`src/rtl/string_hw_pkg.sv`:
```
// Shared definitions for the string accelerator Avalon-MM front end.
//   - accelerator function codes and the highest legal code
//   - register word offsets, CTRL bit positions, STATUS bit positions
//   - FSM state and address-region enums
//   - NOT_FOUND: value the accelerator reports for a failed SEARCH
package string_hw_pkg;

  typedef enum logic [3:0] {
    FN_CMP    = 4'd0,
    FN_UPPER  = 4'd1,
    FN_LOWER  = 4'd2,
    FN_REV    = 4'd3,
    FN_SEARCH = 4'd4
  } func_t;

  localparam logic [3:0] MAX_FUNC = FN_SEARCH;

  localparam int unsigned NOT_FOUND = 256;

  // Word offsets inside the register region
  localparam int unsigned REG_CTRL   = 0;
  localparam int unsigned REG_CMD    = 1;
  localparam int unsigned REG_STATUS = 2;
  localparam int unsigned REG_RSVD   = 3;

  // CTRL bits
  localparam int unsigned CTRL_START  = 0;
  localparam int unsigned CTRL_IRQ_EN = 1;
  localparam int unsigned CTRL_CLR    = 2;

  // STATUS bits
  localparam int unsigned STAT_BUSY      = 0;
  localparam int unsigned STAT_DONE      = 1;
  localparam int unsigned STAT_BAD_INDEX = 2;
  localparam int unsigned STAT_TIMEOUT   = 3;

  typedef enum logic [1:0] {
    ST_IDLE,
    ST_ISSUE,
    ST_CAPTURE,
    ST_RELEASE
  } state_t;

  // The two top address bits select one of four MAX_BLOCKS-word regions
  typedef enum logic [1:0] {
    RGN_REGS = 2'd0,
    RGN_A    = 2'd1,
    RGN_B    = 2'd2,
    RGN_R    = 2'd3
  } region_t;

endpackage

```
`src/rtl/string_hw_avalon_ctrl_if.sv`:
```
// Avalon-MM slave bus bundle for string_hw_avalon_ctrl.
//   avs_address    word address (AW bits)
//   avs_write      write strobe, avs_writedata / avs_byteenable qualify it
//   avs_read       read strobe
//   avs_readdata   read data, valid one cycle after avs_read
// AW must equal $clog2(MAX_BLOCKS)+2 of the attached controller.
interface string_hw_avalon_ctrl_if #(
  parameter int unsigned AW = 5
) ();

  logic [AW-1:0] avs_address;
  logic          avs_write;
  logic [31:0]   avs_writedata;
  logic [3:0]    avs_byteenable;
  logic          avs_read;
  logic [31:0]   avs_readdata;

  modport master (
    output avs_address,
    output avs_write,
    output avs_writedata,
    output avs_byteenable,
    output avs_read,
    input  avs_readdata
  );

  modport slave (
    input  avs_address,
    input  avs_write,
    input  avs_writedata,
    input  avs_byteenable,
    input  avs_read,
    output avs_readdata
  );

endinterface

```
`src/rtl/string_hw_wordbuf.sv`:
```
// MAX_BLOCKS-word byte buffer with a packed byte view.
//   clk, reset   clock, synchronous active-high reset (clears all bytes)
//   wr_en        word write; wr_word selects word k, wr_be masks lanes,
//                wr_data[7:0] lands in byte 4k, wr_data[31:24] in byte 4k+3
//   load_en      whole-buffer load from load_data (honoured only when
//                PARALLEL_LOAD=1; the shadow result buffer uses this)
//   bytes        current contents, byte 0 first
module string_hw_wordbuf #(
  parameter int unsigned MAX_BLOCKS    = 8,
  parameter bit          PARALLEL_LOAD = 1'b0,
  localparam int unsigned NB = MAX_BLOCKS * 4,
  localparam int unsigned WW = $clog2(MAX_BLOCKS)
) (
  input  logic                   clk,
  input  logic                   reset,
  input  logic                   wr_en,
  input  logic [WW-1:0]          wr_word,
  input  logic [31:0]            wr_data,
  input  logic [3:0]             wr_be,
  input  logic                   load_en,
  input  logic [0:NB-1][7:0]     load_data,
  output logic [0:NB-1][7:0]     bytes
);

  always_ff @(posedge clk) begin
    if (reset) begin
      bytes <= '0;
    end else if (PARALLEL_LOAD && load_en) begin
      bytes <= load_data;
    end else if (wr_en) begin
      for (int unsigned l = 0; l < 4; l++) begin
        if (wr_be[l]) begin
          bytes[{wr_word, 2'(l)}] <= wr_data[8*l +: 8];
        end
      end
    end
  end

endmodule

```
`src/rtl/string_hw_avalon_ctrl.sv`:
```
// Avalon-MM slave front end driving the string accelerator go/done handshake.
//   clk, reset       system clock, synchronous active-high reset (shared
//                    with the accelerator)
//   avs              Avalon-MM slave bus (read latency 1)
//   irq              level interrupt: IRQ_EN & (done | bad_index | timeout)
//   acc_go           accelerator go, high in ISSUE/CAPTURE
//   acc_index        function select (CMD[3:0])
//   acc_length       search length (CMD[15:8])
//   acc_A, acc_B     operand buffers, byte 0 first
//   acc_done         accelerator done
//   acc_result       accelerator result, copied into the R shadow buffer
// Word map: 0 CTRL (WO), 1 CMD, 2 STATUS (RO), 3 reads 0,
// then regions A, B, R (RO) of MAX_BLOCKS words each.
module string_hw_avalon_ctrl #(
  parameter int unsigned MAX_BLOCKS  = 8,
  parameter int unsigned TIMEOUT_CYC = 255
) (
  input  logic                              clk,
  input  logic                              reset,
  string_hw_avalon_ctrl_if.slave            avs,
  output logic                              irq,
  output logic                              acc_go,
  output logic [3:0]                        acc_index,
  output logic [7:0]                        acc_length,
  output logic [0:MAX_BLOCKS*4-1][7:0]      acc_A,
  output logic [0:MAX_BLOCKS*4-1][7:0]      acc_B,
  input  logic                              acc_done,
  input  logic [0:MAX_BLOCKS*4-1][7:0]      acc_result
);

  import string_hw_pkg::*;

  localparam int unsigned AW = $clog2(MAX_BLOCKS) + 2;
  localparam int unsigned WW = AW - 2;
  localparam int unsigned NB = MAX_BLOCKS * 4;
  localparam int unsigned TW = $clog2(TIMEOUT_CYC + 1);
  localparam logic [TW-1:0] TLAST = TW'(TIMEOUT_CYC - 1);

  state_t            state;
  logic [TW-1:0]     tcnt;
  logic [3:0]        cmd_index;
  logic [7:0]        cmd_length;
  logic              irq_en;
  logic              done_flag;
  logic              bad_index;
  logic              timeout_flag;
  logic [0:NB-1][7:0] res_shadow;

  region_t           rgn;
  logic [WW-1:0]     word;
  logic              busy;
  logic              wr_ctrl;
  logic              wr_cmd;
  logic              wr_a;
  logic              wr_b;
  logic              start_req;
  logic              clr_req;
  logic [31:0]       status;
  logic [31:0]       rdata_nxt;

  assign acc_index  = cmd_index;
  assign acc_length = cmd_length;

  // ---------------------------------------------------------------------
  // Address decode and write qualification
  // ---------------------------------------------------------------------
  always_comb begin
    rgn  = region_t'(avs.avs_address[AW-1 -: 2]);
    word = avs.avs_address[WW-1:0];
    busy = (state != ST_IDLE);

    wr_ctrl = avs.avs_write && (rgn == RGN_REGS) && (word == WW'(REG_CTRL))
              && avs.avs_byteenable[0];
    // Operands are frozen while a command is in flight
    wr_cmd  = avs.avs_write && (rgn == RGN_REGS) && (word == WW'(REG_CMD)) && !busy;
    wr_a    = avs.avs_write && (rgn == RGN_A) && !busy;
    wr_b    = avs.avs_write && (rgn == RGN_B) && !busy;

    start_req = wr_ctrl && avs.avs_writedata[CTRL_START] && !busy;
    clr_req   = wr_ctrl && avs.avs_writedata[CTRL_CLR];
  end

  // ---------------------------------------------------------------------
  // Buffers
  // ---------------------------------------------------------------------
  string_hw_wordbuf #(
    .MAX_BLOCKS    (MAX_BLOCKS),
    .PARALLEL_LOAD (1'b0)
  ) u_buf_a (
    .clk       (clk),
    .reset     (reset),
    .wr_en     (wr_a),
    .wr_word   (word),
    .wr_data   (avs.avs_writedata),
    .wr_be     (avs.avs_byteenable),
    .load_en   (1'b0),
    .load_data ('0),
    .bytes     (acc_A)
  );

  string_hw_wordbuf #(
    .MAX_BLOCKS    (MAX_BLOCKS),
    .PARALLEL_LOAD (1'b0)
  ) u_buf_b (
    .clk       (clk),
    .reset     (reset),
    .wr_en     (wr_b),
    .wr_word   (word),
    .wr_data   (avs.avs_writedata),
    .wr_be     (avs.avs_byteenable),
    .load_en   (1'b0),
    .load_data ('0),
    .bytes     (acc_B)
  );

  // Result shadow: loaded from acc_result during the single CAPTURE cycle
  string_hw_wordbuf #(
    .MAX_BLOCKS    (MAX_BLOCKS),
    .PARALLEL_LOAD (1'b1)
  ) u_buf_r (
    .clk       (clk),
    .reset     (reset),
    .wr_en     (1'b0),
    .wr_word   ('0),
    .wr_data   ('0),
    .wr_be     ('0),
    .load_en   (state == ST_CAPTURE),
    .load_data (acc_result),
    .bytes     (res_shadow)
  );

  // ---------------------------------------------------------------------
  // Read mux (registered below, so a same-cycle write returns old data)
  // ---------------------------------------------------------------------
  always_comb begin
    status = '0;
    status[STAT_BUSY]      = busy;
    status[STAT_DONE]      = done_flag;
    status[STAT_BAD_INDEX] = bad_index;
    status[STAT_TIMEOUT]   = timeout_flag;

    rdata_nxt = '0;
    case (rgn)
      RGN_REGS: begin
        if (word == WW'(REG_CMD)) begin
          rdata_nxt = {16'h0000, cmd_length, 4'h0, cmd_index};
        end else if (word == WW'(REG_STATUS)) begin
          rdata_nxt = status;
        end
      end
      RGN_A: begin
        for (int unsigned l = 0; l < 4; l++) begin
          rdata_nxt[8*l +: 8] = acc_A[{word, 2'(l)}];
        end
      end
      RGN_B: begin
        for (int unsigned l = 0; l < 4; l++) begin
          rdata_nxt[8*l +: 8] = acc_B[{word, 2'(l)}];
        end
      end
      RGN_R: begin
        for (int unsigned l = 0; l < 4; l++) begin
          rdata_nxt[8*l +: 8] = res_shadow[{word, 2'(l)}];
        end
      end
      default: rdata_nxt = '0;
    endcase
  end

  // ---------------------------------------------------------------------
  // Registers and command FSM
  // ---------------------------------------------------------------------
  always_ff @(posedge clk) begin
    if (reset) begin
      state            <= ST_IDLE;
      tcnt             <= '0;
      cmd_index        <= '0;
      cmd_length       <= '0;
      irq_en           <= 1'b0;
      done_flag        <= 1'b0;
      bad_index        <= 1'b0;
      timeout_flag     <= 1'b0;
      acc_go           <= 1'b0;
      irq              <= 1'b0;
      avs.avs_readdata <= '0;
    end else begin
      if (avs.avs_read) begin
        avs.avs_readdata <= rdata_nxt;
      end

      irq <= irq_en & (done_flag | bad_index | timeout_flag);

      if (wr_ctrl) begin
        irq_en <= avs.avs_writedata[CTRL_IRQ_EN];
      end

      if (wr_cmd) begin
        if (avs.avs_byteenable[0]) cmd_index  <= avs.avs_writedata[3:0];
        if (avs.avs_byteenable[1]) cmd_length <= avs.avs_writedata[15:8];
      end

      // CLR is applied first; FSM flag updates below take precedence, which
      // gives CLR-then-START ordering for a combined CTRL write.
      if (clr_req) begin
        done_flag    <= 1'b0;
        bad_index    <= 1'b0;
        timeout_flag <= 1'b0;
      end

      case (state)
        ST_IDLE: begin
          if (start_req) begin
            if (cmd_index > MAX_FUNC) begin
              bad_index <= 1'b1;
            end else begin
              done_flag    <= 1'b0;
              bad_index    <= 1'b0;
              timeout_flag <= 1'b0;
              tcnt         <= '0;
              acc_go       <= 1'b1;
              state        <= ST_ISSUE;
            end
          end
        end

        ST_ISSUE: begin
          if (acc_done) begin
            state <= ST_CAPTURE;
          end else if (tcnt == TLAST) begin
            acc_go       <= 1'b0;
            timeout_flag <= 1'b1;
            state        <= ST_IDLE;
          end else begin
            tcnt <= tcnt + 1'b1;
          end
        end

        ST_CAPTURE: begin
          acc_go <= 1'b0;
          tcnt   <= '0;
          state  <= ST_RELEASE;
        end

        ST_RELEASE: begin
          if (!acc_done) begin
            done_flag <= 1'b1;
            state     <= ST_IDLE;
          end else if (tcnt == TLAST) begin
            timeout_flag <= 1'b1;
            state        <= ST_IDLE;
          end else begin
            tcnt <= tcnt + 1'b1;
          end
        end

        default: begin
          acc_go <= 1'b0;
          state  <= ST_IDLE;
        end
      endcase
    end
  end

endmodule

```
`src/flat_wrapper.sv`:
```
// flat-port wrapper written by rule: the top's interface ports become plain ports
module string_hw_avalon_ctrl_flat import string_hw_pkg::*;
#(
  parameter int unsigned MAX_BLOCKS  = 8,
  parameter int unsigned TIMEOUT_CYC = 255
)
  (clk, reset, irq, acc_go, acc_index, acc_length, acc_A, acc_B, acc_done, acc_result, avs_avs_address, avs_avs_write, avs_avs_writedata, avs_avs_byteenable, avs_avs_read, avs_avs_readdata);
  string_hw_avalon_ctrl_if #(.AW(5)) avs_i ();
  input  logic clk;
  input  logic reset;
  output logic irq;
  output logic acc_go;
  output logic [3:0] acc_index;
  output logic [7:0] acc_length;
  output logic [0:MAX_BLOCKS*4-1][7:0] acc_A;
  output logic [0:MAX_BLOCKS*4-1][7:0] acc_B;
  input  logic acc_done;
  input  logic [0:MAX_BLOCKS*4-1][7:0] acc_result;
  input wire logic [$bits(avs_i.avs_address)-1:0] avs_avs_address;
  input wire logic [$bits(avs_i.avs_write)-1:0] avs_avs_write;
  input wire logic [$bits(avs_i.avs_writedata)-1:0] avs_avs_writedata;
  input wire logic [$bits(avs_i.avs_byteenable)-1:0] avs_avs_byteenable;
  input wire logic [$bits(avs_i.avs_read)-1:0] avs_avs_read;
  output wire logic [$bits(avs_i.avs_readdata)-1:0] avs_avs_readdata;
  assign avs_i.avs_address = avs_avs_address;
  assign avs_i.avs_write = avs_avs_write;
  assign avs_i.avs_writedata = avs_avs_writedata;
  assign avs_i.avs_byteenable = avs_avs_byteenable;
  assign avs_i.avs_read = avs_avs_read;
  assign avs_avs_readdata = avs_i.avs_readdata;
  string_hw_avalon_ctrl #(.MAX_BLOCKS(MAX_BLOCKS), .TIMEOUT_CYC(TIMEOUT_CYC)) u_core (.clk(clk), .reset(reset), .avs(avs_i), .irq(irq), .acc_go(acc_go), .acc_index(acc_index), .acc_length(acc_length), .acc_A(acc_A), .acc_B(acc_B), .acc_done(acc_done), .acc_result(acc_result));
endmodule
```
`config.mk`:
```
export PLATFORM = sky130hd
export DESIGN_NAME = string_hw_avalon_ctrl_flat
export DESIGN_NICKNAME = d
export VERILOG_FILES = /design/src/rtl/string_hw_pkg.sv /design/src/rtl/string_hw_avalon_ctrl_if.sv /design/src/rtl/string_hw_wordbuf.sv /design/src/rtl/string_hw_avalon_ctrl.sv /design/src/flat_wrapper.sv
export SDC_FILE = /design/constraint.sdc
export NUM_CORES = 2
export LEC_CHECK = 0
export ABC_AREA = 1
export CORE_AREA = 2 2 335 337
export CTS_CLUSTER_DIAMETER = 120
export DETAILED_ROUTE_END_ITERATION = 12
export DIE_AREA = 0 0 337 339
export PLACE_DENSITY = 0.62
export SLEW_MARGIN = 20
export SYNTH_ARGS = -nofsm -noshare
export SYNTH_HDL_FRONTEND = slang
export SYNTH_SLANG_ARGS = --single-unit
export TNS_END_PERCENT = 20
```
`constraint.sdc`:
```
create_clock -name clk -period 5.55 [get_ports clk]
set_input_delay 1.11 -clock clk [delete_from_list [all_inputs] [get_ports clk]]
set_output_delay 1.11 -clock clk [all_outputs]
set_load 0.01 [all_outputs]
```
# After elaboration in Yosys (flattened, before gate mapping)
# Index checks and enable logic that the tools add are counted.
# Widths: inputs -> output; s select.
[word_totals]
output_inout_bits = 558
memories = 0
ramBits = 0
romBits = 0
register_bits = 828
latch_bits = 0
inputBits = 302
[op_classes]
reduce_logical = 27
n_lt_le_gt_ge = 9
n_div = 0
n_mux = 108
shift = 0
eq_ne = 14
add_sub_neg = 1
bitwise_logic = 7
multipliers = 0
[ops]
columns = ["operator", "n"]
rows = [
  ["$mux 256", 20],
  ["$bwmux 256", 8],
  ["$bmux 8 s5", 12],
  ["$mux 8", 33],
  ["$demux 8 s5", 4],
  ["$pmux 32 s4", 1],
  ["$mux 32", 1],
  ["$pmux 8 s4", 1],
  ["$ge 6x6->1 const B", 4],
  ["$lt 6x1->1 const B", 4],
  ["$not 5->6", 4],
  ["$mux 1", 18],
  ["$logic_and 1x1->1", 16],
  ["$mux 2", 5],
  ["$add 8x1->8 const B", 1],
  ["$eq 2x2->1 const B", 4],
  ["$eq 8x8->1 const B", 1],
  ["$pmux 2 s4", 1],
  ["$ne 2x2->1 const B", 3],
  ["$pmux 1 s3", 2],
  ["$reduce_and 2->1", 3],
  ["$reduce_and 5->1", 1],
  ["$eq 2x1->1 const B", 2],
  ["$gt 4x3->1 const B", 1],
  ["13 further kinds", 16],
]

# Longest topological paths before layout
[logic_depth]
ltp_word = 19
mapped_depth = 13
ltp_nobuf = 11

# Hierarchy
# Synthesis repeated with hierarchy kept, for this count alone.
[unflattened]
cells_unflattened = 8081
area_unflattened_um2 = 46674.8
[by_module_without_submodules]
columns = ["module", "seq_area_each_um2", "cells_each", "instances", "area_each_um2"]
rows = [
  ["string_hw_wordbuf (u_core.u_buf_a ...)", 5124.9, 1831, 2, 11449.7],
  ["string_hw_wordbuf (u_core.u_buf_r)", 5124.9, 2263, 1, 13523.0],
  ["string_hw_avalon_ctrl", 1201.2, 2156, 1, 10252.3],
]

# Worst setup path after synthesis
# Ideal clock, no wire load.
[synth_path]
path_kind = "in2reg"
startpoint = "input avs_avs_address[1]"
endpoint = "register u_core.cmd_length[5] (netlist: u_core.acc_length[5])"
path_slack_ns = 3.097
t_arrival_ns = 2.326
cell_stages = 10
setup_time_ns = 0.128
cell_sequence = "buf_4 nor2_4 inv_1 nor2_1 nand2_1 inv_1 nand3_1 clkbuf_1 o21ai_0 a21oi_1"
[synth_between]
elab_chain_cells = 4
[synth_lines]
columns = ["element", "line", "text"]
rows = [
  ["from (decl)", "flat_wrapper.sv:19", "input wire logic [$bits(avs_i.avs_address)-1:0] avs_avs_address;"],
  ["$eq 3x1->1", "string_hw_avalon_ctrl.sv:75", "wr_cmd = avs.avs_write && (rgn == RGN_REGS) && (word == WW'(REG_CMD)) && !busy;"],
  ["$logic_and 1x1->1 (2 in series)", "string_hw_avalon_ctrl.sv:75", ""],
  ["$reduce_and 2->1 (no line)", "--", ""],
  ["to (signal assigned)", "string_hw_avalon_ctrl.sv:199", "if (avs.avs_byteenable[1]) cmd_length <= avs.avs_writedata[15:8];"],
  ["to (decl)", "string_hw_avalon_ctrl.sv:42", "logic [7:0] cmd_length;"],
]
# No other way between the ends.
# A chain may end at the register's enable or synchronous reset.

# Worst setup path in the final report
[layout_path]
startpoint = "input avs_avs_address[3]"
endpoint = "register u_core.u_buf_a.bytes[25] (netlist name)"
[layout_between]
elab_chain_cells = 3
[layout_lines]
columns = ["element", "line", "text"]
rows = [
  ["$eq 2x1->1", "string_hw_avalon_ctrl.sv:76", "wr_a = avs.avs_write && (rgn == RGN_A) && !busy;"],
  ["$logic_and 1x1->1 (2 in series)", "string_hw_avalon_ctrl.sv:76", ""],
  ["to (signal assigned)", "string_hw_wordbuf.sv:29", "bytes <= load_data;"],
  ["to (signal, indexed assignment)", "string_hw_wordbuf.sv:33", "bytes[{wr_word, 2'(l)}] <= wr_data[8*l +: 8];"],
  ["to (decl)", "string_hw_wordbuf.sv:22", "output logic [0:NB-1][7:0] bytes"],
]
# No other way between the ends.

==> results.md <==
- Relative slew slack: 18.1%
- Clock skew: 27.2 ps
- Num CTS Buffers: 96
- Flops & latches, synth: 828
- Post-synthesis cell area: 37600 µm²
- Leak Pwr: 21.5 nW
- Sw frac: 25.8%
- Cts hold-fix bufs: 0
- Fin cells: 7958
- Post-DP HPWL: 131000 µm
- Worst Path Max Fanout: 12
- Share of layout cells above drive strength 1: 4.93%
- Clock power share: 48.0%
- Syn Inst Count: 5788
- Die ar.: 114000 µm²
- GRT Total Usage: 30.8%
- Unrepaired setup endpoints after global routing: false
- Register area share after synthesis: 44.1%
- Pint: 0.0101 W
- Grt ovf: 0
- CTS tree: done
- Final worst path period share: 60.1%
- H-tree depth: 3
- DRT iter0 DRCs: 4466
- WL/cell: 23.0 µm
- Min cycle time layout: 3340 ps
- Power Density: 272 nW/µm²
- Synth-to-layout area growth: 33.2%
- Vias per cell: 5.14
- Syn_nets: 6096
- Count of final setup violators: 0
- Peak Freq: 300 MHz
- Die Span Y: 339 µm
- CP Data Required Time: 6120 ps
- Peak VDD IR: 0.253 mV
- Row count: 122
- Switching Power: 0.00352 W
- Post-route ant nets: 0
- Post-layout util: 45.3%
- Critical path's slowest cell: nor2_1
- Initial antenna violation count: 8
- Startpoint Class: primary input
- Largest delay contributor family on the critical path: simple AND/OR/NAND/NOR gates
- I/O pin total: 860
- GP Congestion: 0.924
- Fillers: 11400
- Synth cell types: 33
- IO Port Bufs: 859
- Vias in the first global route: 37900
- DP Worst Slack: 1590 ps
- Final Worst Setup Slack: 2210 ps
- Tightest Hold Check Type: flop to flop
- CP bufs+invs: 2
- Final setup TNS: 0 ps
- Worst path max stage delay: 720 ps
- Worst path cell trace: clkdlybuf4s50_1, inv_1, nor2_4, nand2_4, nor2_1, nand2_1, o21ai_0, a21oi_1
- Seq pwr share: 44.2%
- First-pass GRT wire length: 263000 µm
- Fin. max-slew vios: 0
- CORE AREA: 110000 µm²
- Drc violations: 0
- # resized after CTS: 0
- Clk sinks: 828
- Post-Route WL: 183000 µm
- Crit path DAT: 3910 ps
- Placed Cells: 7776
- Worst-margin pin slew: 1230 ps
- Syn Area/Cell: 6.49 µm²
- Synth warn: 0
- Combinational share of power: 7.8%
- Max Cap Viol: 0
- Largest net degree at the start of global routing: 193
- Run status: completed
- Worst skew pair latency: 710 ps
- Vias: 40900
- Post-CTS Setup Bufs: 0
- Layout Nets: 6694
- CP endpoint kind: flop
- Initial DRT Pass Iterations: 6
- Worst-path clk slew: 60 ps
- Die width: 337 µm
- Starting Density: 34.0%
- CTS max path bufs: 3
- Setup CP Type: primary input to flop
- Root Driver: clkbuf_16
- Final Hold Vio Count: 0
[state kept, by name, indices dropped and copies added, names as in the netlist]
register and cells:
u_core.irq 1, u_core.done_flag 1, u_core.acc_go 1, u_core.bad_index 1, u_core.u_buf_r.bytes 256, u_core.irq_en 1, u_core.acc_length 8, u_core.timeout_flag 1
u_core.avs.avs_readdata 32, u_core.u_buf_a.bytes 256, u_core.state 2, u_core.u_buf_b.bytes 256, u_core.acc_index 4, u_core.tcnt 8
[Yosys cell counts]
master	count	share of area [%]
nand2_1	1915	19
nor2_1	863	8.6
dfxtp_1	828	44
o21ai_0	782	10
a21oi_1	422	5.6
clkbuf_1	261	2.6
inv_1	238	2.4
nand3_1	168	2.2
buf_2	85	1.1
inv_2	46	0.46
buf_1	43	0.43
nor2_2	27	0.45
o211ai_1	24	0.48
nor2_4	20	0.60
or2_2	15	0.25
nor3_1	12	0.16
buf_4	7	0.14
ha_1	6	0.20
nand2_4	4	0.12
nand2_2	3	0.050
nand4_1	3	0.050
o21ai_1	3	0.040
xor2_1	3	0.070
a21oi_2	1	0.023
a31oi_1	1	0.017
and3_1	1	0.017
clkinv_4	1	0.023
nand3_2	1	0.027
nor3_4	1	0.043
o21a_1	1	0.020
o21ai_4	1	0.043
o31ai_1	1	0.020
xnor2_1	1	0.023
[final cells by class]
class | count | area (µm²) | share of cell area [%]
antenna | 4 | 10.0 | 0.0200
inverter | 285 | 1100 | 2.21
sequential | 828 | 16600 | 33.1
clock buffer | 145 | 2840 | 5.67
timing repair buffer | 896 | 8970 | 17.9
tap | 1488 | 1860 | 3.72
multi-input combinational | 4279 | 18300 | 36.6
clock inverter | 33 | 348 | 0.695
[cell usage in the layout (no fill, tap or decap), types with 4 or more instances in the layout]
master	n
a21oi_1	422
buf_12	7
dfxtp_1	828
nor2_2	29
buf_4	31
nand3_1	168
nand2_1	1915
nand2_4	4
ha_1	5
inv_1	237
diode_2	4
nor2_4	22
clkdlybuf4s50_1	855
o211ai_1	24
clkinv_2	21
inv_2	42
nor3_1	12
clkbuf_1	26
or2_2	15
bufinv_16	5
clkbuf_8	21
clkbuf_16	98
o21ai_0	782
nor2_1	859
[metrics by stage]
step / area, µm² / hold slack [ps] / power, W
after CTS: 50000 / 452 / 0.0137
after global placement: 46800 / 438 / 0.00721
after global routing: 50000 / 463 / 0.0140
after floorplan: 37600 / 420 / 0.00662
final: 50000 / 439 / 0.0136
after detailed placement: 46800 / 443 / 0.00721
[layer usage]
layer	GRT usage (%)	routed length (µm)	vias to the layer above
li1	-	-	19500
met1	38.0	72900	19200
met2	49.1	82900	1820
met3	8.84	17400	345
met4	14.7	9520	6
met5	0	37	-
[power by group through the flow]
stage	registers, W	clock network (W)	logic (W)
after floorplan	0.00615	0	0.000465
after global placement	0.00615	0	0.00106
after detailed placement	0.00615	0	0.00106
after CTS	0.00602	0.00660	0.00106
after global routing	0.00602	0.00685	0.00112
final	0.00602	0.00654	0.00107
[worst reg2reg max path, stage by stage, from the launching register on]
cell     delay (ps)
dfxtp_1         350
inv_1           130
ha_1            370
nand2_1         120
inv_2           130
nand2_4         190
nor2_1          740
nand2_1         590
o21ai_0         330
a21oi_1          60
[cells by family after synthesis]
| logic type | share of synthesized area, % |
|---|---|
| AND/OR/NAND/NOR | 31.8 |
| buffers and inverters | 7.17 |
| adder cells (fa/ha/maj) | 0.200 |
| XOR/XNOR | 0.0932 |
| AO/OA/AOI/OAI | 16.7 |
| flip-flops | 44.1 |
[worst paths after layout]
check | end | cells after the start | start | slack, ps
hold reg to reg | u_core.irq$_SDFF_PP0_ | 2 | u_core.irq_en$_SDFFE_PP0N_ | 440
setup reg to reg | u_core.u_buf_a.bytes[25]$_SDFFE_PP0P_ | 9 | u_core.state[0]$_SDFFE_PP0P_ | 2410
setup / recovery | u_core.u_buf_a.bytes[25]$_SDFFE_PP0P_ | 8 | avs_avs_address[3] | 2210
hold / removal | u_core.irq$_SDFF_PP0_ | 2 | u_core.irq_en$_SDFFE_PP0N_ | 440
Power figures use the tool's default switching activity.
